`config.mk`:
```
export PLATFORM = sky130hd
export DESIGN_NAME = axi_read_arbiter_rr
export DESIGN_NICKNAME = d
export VERILOG_FILES = /design/src/rtl/axi_read_arbiter_rr.sv
export SDC_FILE = /design/constraint.sdc
export NUM_CORES = 1
export LEC_CHECK = 0
export ABC_AREA = 1
export CORE_MARGIN = 2
export CORE_UTILIZATION = 40
export DETAILED_ROUTE_END_ITERATION = 10
export PLACE_DENSITY = 0.82
export SYNTH_ARGS = -nofsm -noshare
export SYNTH_HDL_FRONTEND = slang
export SYNTH_SLANG_ARGS = --single-unit
```
`constraint.sdc`:
```
create_clock -name clk_i -period 5.2 [get_ports clk_i]
set_input_delay 1.3 -clock clk_i [delete_from_list [all_inputs] [get_ports clk_i]]
set_output_delay 1.3 -clock clk_i [all_outputs]
set_load 0.02 [all_outputs]
```
`src/rtl/axi_read_arbiter_rr.sv`:
```
// N-master AXI read arbiter: merges per-master AR channels onto one downstream AR channel
// (round-robin or fixed priority, per-master outstanding-burst limits) and routes R beats
// back to the requesting master by RID.
module axi_read_arbiter_rr #(
  parameter int unsigned NUM_MASTERS     = 4,
  parameter int unsigned ADDR_WIDTH      = 32,
  parameter int unsigned DATA_WIDTH      = 32,
  parameter int unsigned MAX_OUTSTANDING = 2,
  parameter int unsigned ARB_MODE        = 0
) (
  input  logic                              clk_i,
  input  logic                              rst_i,
  // Upstream read masters
  input  logic [NUM_MASTERS-1:0]            m_arvalid_i,
  output logic [NUM_MASTERS-1:0]            m_arready_o,
  input  logic [NUM_MASTERS*ADDR_WIDTH-1:0] m_araddr_i,
  input  logic [NUM_MASTERS*4-1:0]          m_arlen_i,
  output logic [NUM_MASTERS-1:0]            m_rvalid_o,
  input  logic [NUM_MASTERS-1:0]            m_rready_i,
  output logic                              m_rlast_o,
  output logic [DATA_WIDTH-1:0]             m_rdata_o,
  // Downstream AXI read channels
  output logic                              arvalid_o,
  input  logic                              arready_i,
  output logic [3:0]                        arid_o,
  output logic [3:0]                        arlen_o,
  output logic [ADDR_WIDTH-1:0]             araddr_o,
  input  logic                              rvalid_i,
  output logic                              rready_o,
  input  logic                              rlast_i,
  input  logic [3:0]                        rid_i,
  input  logic [DATA_WIDTH-1:0]             rdata_i,
  output logic                              err_stray_o
);

  localparam int unsigned CntW = $clog2(MAX_OUTSTANDING + 1);

  typedef enum logic [0:0] {StIdle, StIssue} state_e;

  state_e                 state_q, state_d;
  logic [3:0]             rr_ptr_q, rr_ptr_d;
  logic [3:0]             arid_q, arid_d;
  logic [3:0]             arlen_q, arlen_d;
  logic [ADDR_WIDTH-1:0]  araddr_q, araddr_d;
  logic [CntW-1:0]        cnt_q [NUM_MASTERS];
  logic [CntW-1:0]        cnt_d [NUM_MASTERS];
  logic                   err_stray_q, err_stray_d;

  logic [NUM_MASTERS-1:0] eligible;
  logic [NUM_MASTERS-1:0] eligible_rot;
  logic                   grant_valid;
  logic [3:0]             grant_idx;
  logic                   rid_stray;

  // A master may be granted only while it has room for another in-flight burst
  always_comb begin
    eligible = '0;
    for (int i = 0; i < NUM_MASTERS; i++) begin
      eligible[i] = m_arvalid_i[i] && (cnt_q[i] < CntW'(MAX_OUTSTANDING));
    end
  end

  // Grant selection: scan from rr_ptr with wrap (RR) or from index 0 (fixed priority)
  always_comb begin
    grant_valid  = 1'b0;
    grant_idx    = '0;
    eligible_rot = '0;
    for (int unsigned k = 0; k < NUM_MASTERS; k++) begin
      int unsigned idx;
      idx = k;
      if (ARB_MODE == 0) begin
        idx = k + 32'(rr_ptr_q);
        if (idx >= NUM_MASTERS) idx = idx - NUM_MASTERS;
      end
      eligible_rot = eligible >> idx;
      if (!grant_valid && eligible_rot[0]) begin
        grant_valid = 1'b1;
        grant_idx   = 4'(idx);
      end
    end
  end

  // Accept pulse is combinational in IDLE only, so ARREADY never reaches m_arready
  always_comb begin
    m_arready_o = '0;
    if (state_q == StIdle && grant_valid && !rst_i) begin
      m_arready_o = NUM_MASTERS'(1) << grant_idx;
    end
  end

  // AR FSM next state: latch the granted request in IDLE, hold it stable in ISSUE
  always_comb begin
    state_d  = state_q;
    rr_ptr_d = rr_ptr_q;
    arid_d   = arid_q;
    arlen_d  = arlen_q;
    araddr_d = araddr_q;
    unique case (state_q)
      StIdle: begin
        if (grant_valid) begin
          arid_d  = grant_idx;
          state_d = StIssue;
          for (int i = 0; i < NUM_MASTERS; i++) begin
            if (grant_idx == 4'(i)) begin
              arlen_d  = m_arlen_i[i*4 +: 4];
              araddr_d = m_araddr_i[i*ADDR_WIDTH +: ADDR_WIDTH];
            end
          end
        end
      end
      StIssue: begin
        if (arready_i) begin
          state_d = StIdle;
          if (ARB_MODE == 0) begin
            rr_ptr_d = (arid_q == 4'(NUM_MASTERS - 1)) ? 4'd0 : arid_q + 4'd1;
          end
        end
      end
      default: state_d = StIdle;
    endcase
  end

  assign arvalid_o = (state_q == StIssue);
  assign arid_o    = arid_q;
  assign arlen_o   = arlen_q;
  assign araddr_o  = araddr_q;

  // R routing by RID; an out-of-range RID is sunk and flagged
  always_comb begin
    m_rvalid_o = '0;
    rready_o   = 1'b1;
    rid_stray  = 1'b1;
    for (int i = 0; i < NUM_MASTERS; i++) begin
      if (rid_i == 4'(i)) begin
        m_rvalid_o[i] = rvalid_i;
        rready_o      = m_rready_i[i];
        rid_stray     = 1'b0;
      end
    end
    err_stray_d = err_stray_q | (rvalid_i & rid_stray);
  end

  assign m_rlast_o   = rlast_i;
  assign m_rdata_o   = rdata_i;
  assign err_stray_o = err_stray_q;

  // Outstanding-burst counters: +1 on AR accept, -1 on the last R beat of a burst
  always_comb begin
    for (int i = 0; i < NUM_MASTERS; i++) begin
      logic inc, dec;
      inc      = m_arvalid_i[i] & m_arready_o[i];
      dec      = rvalid_i & rready_o & rlast_i & (rid_i == 4'(i));
      cnt_d[i] = cnt_q[i];
      if (inc && !dec) begin
        cnt_d[i] = cnt_q[i] + CntW'(1);
      end else if (dec && !inc) begin
        cnt_d[i] = cnt_q[i] - CntW'(1);
      end
    end
  end

  // State registers
  always_ff @(posedge clk_i or posedge rst_i) begin
    if (rst_i) begin
      state_q     <= StIdle;
      rr_ptr_q    <= '0;
      arid_q      <= '0;
      arlen_q     <= '0;
      araddr_q    <= '0;
      err_stray_q <= 1'b0;
      for (int i = 0; i < NUM_MASTERS; i++) cnt_q[i] <= '0;
    end else begin
      state_q     <= state_d;
      rr_ptr_q    <= rr_ptr_d;
      arid_q      <= arid_d;
      arlen_q     <= arlen_d;
      araddr_q    <= araddr_d;
      err_stray_q <= err_stray_d;
      for (int i = 0; i < NUM_MASTERS; i++) cnt_q[i] <= cnt_d[i];
    end
  end

endmodule

```
* Yosys cells after proc, flatten, opt, wreduce, memory -nomap -nowiden
Cells that the tools add are included.
** Word-level totals
- Register bits after elaboration :: 54
- Input bits :: 193
- Output and inout bits :: 84
- Logic and storage cells :: 143
** Operators by class
- $add $sub $neg :: 16
- $lt $le $gt $ge :: 8
- Eq/ne operators :: 7
- Shifts and indexed selects :: 5
- Muxes and demuxes :: 45
- Bitwise operators :: 13
- Reductions and logical operators :: 39
** Operators with widths (number)
- $mux W32 :: 8
- $shr A4 B32 Y1 :: 4
- $mux W4 :: 10
- $eq A4 B2 Y1 const B :: 5
- $mux W1 :: 18
- $sub A5 B3 Y6 const B :: 3
- $logic_and A1 B1 Y1 :: 17
- $mux W2 :: 8
- $ge A5 B3 Y1 const B :: 3
- $logic_not A1 Y1 :: 12
- $and A1 B1 Y1 :: 11
- $add A2 B4 Y5 const A :: 2
- $add A2 B1 Y2 const B :: 4
- $eq A4 B1 Y1 const B :: 2
- $logic_not A4 Y1 :: 2
- $lt A2 B2 Y1 const B :: 4
- $reduce_bool A2 Y1 :: 4
- $sub A2 B1 Y2 const B :: 4
- $add A1 B4 Y5 const A :: 1
- $sub A4 B3 Y5 const B :: 1
- $add A4 B1 Y4 const B :: 1
- $ge A4 B3 Y1 const B :: 1
- $reduce_and A2 Y1 :: 2
- $reduce_bool A4 Y1 :: 1
- other kinds (5) :: 5

* Logic depth before layout (Yosys ltp)
- Word-level depth :: 21
- Mapped depth :: 27
- Gate-level depth less buffers :: 25

* Worst setup path before layout
Ideal clock, no wire load.
- Kind :: register to output
- Start point :: register rr_ptr_q[1]
- End point :: output port m_arready_o[0]
- Data arrival time :: 3116 ps
- Required time :: 3900 ps
- Path slack :: 784 ps
- Stages on the path, launching flop included :: 22
- Buffers on the path :: 1
- Cells stage by stage :: dfrtp_1 > inv_1 > ha_1 > nand2_1 > nand3_1 > nand2_1 > inv_1 > ha_1 > ha_1 > inv_1 > nor2_1 > nand3_1 > nand2_1 > nand4_1 > nor2_1 > nor2_2 > nor2_1 > inv_2 > buf_2 > nor2_1 > inv_2 > nor3_1
** On the way
- Word-level cells in the longest chain between the ends :: 16
- Elaborated cells between the ends (all ways) :: 37
- Those cells by class :: add/sub: 7; order compare: 4; shift: 5; mux: 13; reduce/logical: 8
** Ends and longest elaborated chain
- start: declaration :: line 41 : logic [3:0] rr_ptr_q, rr_ptr_d;
- start signal: assignment :: line 174 : rr_ptr_q <= rr_ptr_d;
- branches (longest 15 deep; another with $sub A5 B3 Y6)
- $mux W4 * :: line 86 : if (state_q == StIdle && grant_valid && !rst_i) begin
- end: declaration :: line 15 : output logic [NUM_MASTERS-1:0] m_arready_o,
Mark *: on every way between the ends.

* Worst setup path in the final report
Ends and elaborated chain as after synthesis.

==> metrics.md <==
| Metric | Value |
|---|---|
| Startpoint types | `register` |
| Crit-path max FO | `9` |
| Vias | `5295` |
| Synthesized flop and latch total | `54` |
| Share of post-route cells with drive strength above 1 | `8.33%` |
| Worst min path class | `register to register` |
| Post-layout min period | `4.63 ns` |
| Worst Max-Slew Pin Slew | `0.759 ns` |
| Netlist cell types | `33` |
| Final Hold Fails | `0` |
| Cell Area, Synth | `5070 um2` |
| Worst skew pair latency | `0.29 ns` |
| Routability Congestion | `0.877` |
| Die W | `117 um` |
| Register Area | `1350 um2` |
| # diodes | `0` |
| CTS hold repair buffers | `0` |
| Cell Rows | `41` |
| DRT Wirelength | `14.7 mm` |
| Final Cycle Share | `89.1%` |
| Post-Syn Nets | `1014` |
| Commonest non-fill, non-tap cells in the layout | `223 x nand2_1, 208 x clkdlybuf4s50_1, 110 x inv_1` |
| Register area share after synthesis | `26.6%` |
| RSZ-0062 raised after global routing | `no` |
| Number of synthesized flops with an enable pin | `0` |
| Vias/cell | `4.68` |
| Crit Path Class | `register to output port` |
| Synth Instances | `798` |
| Post-CTS Setup Bufs | `0` |
| Antenna violations before repair | `0` |
| Rel. slew slack | `49.4%` |
| Area occupied by multi-input gates | `2710 um2` |
| Core area | `12500 um2` |
| GRT overflow | `0` |
| Commonest non-fill, non-tap cell in the layout | `nand2_1` |
| Die ar. | `13600 um2` |
| Total Neg Setup Slack | `0 ns` |
| Status | `finished, final reports clean` |
| Detailed placement HPWL | `11.2 mm` |
| Vias in the first global route | `4896` |
| Starting Density | `40.5%` |
| Max Clk Rate | `216 MHz` |
| CP arrival | `3.33 ns` |
| CTS sink count | `54` |
| Post-DR wirelength/cell | `13.0 um` |
| CTS max path bufs | `2` |
| Clk pin slew, worst setup/hold paths | `0.07 ns` |
| Top_reg_cell synth | `dfrtp_1` |
| Final ANT Viol Nets | `0` |
| Worst EP required | `3.90 ns` |
| TritonCTS Buffers | `5` |
| Setup Skew | `0.0126 ns` |
| Max_cap viols | `0` |
| CTS tree | `built` |
| CTS resizes | `0` |
| Post-route DRC | `0` |
| First-pass GRT wire length | `22.9 mm` |
| Final #Nets | `1175` |
| I/O pins | `277` |
| GRT Util Overall | `21.3%` |
| H-tree Lvls | `2` |
| Root Driver | `clkbuf_16` |
| Pin count of the biggest net entering global routing | `77` |
| Mean Syn Cell Area | `6.36 um2` |
| Ys Warns | `0` |
| Asr flop ratio synth | `100%` |
| Fillers | `1232` |
| Crit. End Element | `output port` |
| IO buf count | `212` |
| Growth of design area from synthesis to finish | `40.6%` |
| Endpoints failing setup | `0` |
| DIE HEIGHT | `117 um` |
| 1st-pass router iterations | `4` |
| Slew Limit Fails | `0` |
| DRT iter0 DRCs | `259` |
[registers in the layout, summed over array words and instances, names as in the netlist]
signal and count:
araddr_o 32, arid_o 4, arlen_o 4, arvalid_o 1
cnt_q 8, err_stray_o 1, rr_ptr_q 4
[cell families after synthesis]
group | after synthesis | synth area share [%]
AOI/OAI and AO/OA | 58 | 6.31
xor gates and xnor gates | 10 | 1.73
adders and majority gates | 23 | 5.67
buffers and inverters | 194 | 20.0
DFF | 54 | 26.6
and+or+nand+nor | 459 | 39.7
[path summary, 6_finish.rpt]
kind	from	end	slack [ns]	depth (start not counted)
min in group asynchronous	rst_i	cnt_q[3]	1.45	2
max in group asynchronous	rst_i	araddr_o[23]	2.94	3
hold / removal	cnt_q[0]	cnt_q[0]	0.47	1
setup / recovery	rr_ptr_q[1]	m_arready_o[0]	0.57	21
hold reg to reg	cnt_q[0]	cnt_q[0]	0.47	1
setup reg to reg	rr_ptr_q[1]	cnt_q[7]	1.18	22
[metal layers]
metal	up-vias	share of wire, %	global-route usage, %	wire length (um)
li1	2737	-	-	-
met1	2340	40	24.4	5920
met2	189	48	37.0	7130
met3	29	8.5	7.16	1250
met4	0	2.9	8.00	428
met5	-	0	0	0
[critical path, stage by stage (launching register included)]
cell and delay (ns):
dfrtp_1 0.37, buf_4 0.17, ha_1 0.24, inv_1 0.09, nand3_1 0.08, nand2_1 0.10
inv_1 0.06, ha_1 0.17, ha_1 0.27, inv_1 0.04, nor2_1 0.08, nand3_1 0.07
nand2_1 0.08, nand4_1 0.09, nor2_2 0.20, nor2_2 0.11, nor2_1 0.20, inv_2 0.06
nor2_1 0.11, inv_2 0.09, nor3_1 0.13, dlymetal6s2s_1 0.25
[synthesized netlist by cell type, types with 2 or more instances]
cell type / count / share of area [%]
inv_2: 12 / 0.89
o22ai_1: 3 / 0.37
buf_6: 8 / 1.8
clkbuf_1: 3 / 0.22
nand2_2: 16 / 2.0
a21oi_1: 5 / 0.49
o21bai_1: 2 / 0.30
o21ai_0: 44 / 4.3
nand3_1: 100 / 9.9
inv_1: 111 / 8.2
nor3_1: 6 / 0.59
dfrtp_1: 54 / 27
nand2_1: 223 / 16
xnor2_1: 5 / 0.86
buf_8: 2 / 0.59
buf_2: 13 / 1.3
buf_4: 41 / 6.1
ha_1: 23 / 5.7
nand3_2: 6 / 1.2
nor2_2: 20 / 2.5
xor2_1: 5 / 0.86
nor2_1: 81 / 6.0
nand4_1: 5 / 0.62
[area by class of cell]
| class | count | share of cell area (%) |
|---|---|---|
| multi-input combinational | 550 | 38.0 |
| timing repair buffer | 224 | 31.1 |
| sequential | 54 | 18.9 |
| inverter | 124 | 6.56 |
| tap | 172 | 3.02 |
| clock buffer | 6 | 1.81 |
| clock inverter | 2 | 0.526 |
[metrics by stage]
step                std cells  hold WS, ns  cell area, um2  util, %  worst slack, ns
floorplan                 798        0.446            5070        -            0.784
global placement         1124        0.459            6960     55.6            0.267
detailed placement       1124        0.463            6960     55.6            0.205
CTS                      1132        0.477            7120     56.9           0.0942
global route             1132        0.484            7130     57.0            0.274
finish                   1132        0.471            7130     57.0            0.569
Power is not shown: default switching activity piles up to over one toggle a cycle in this logic, so the estimate is an artifact.
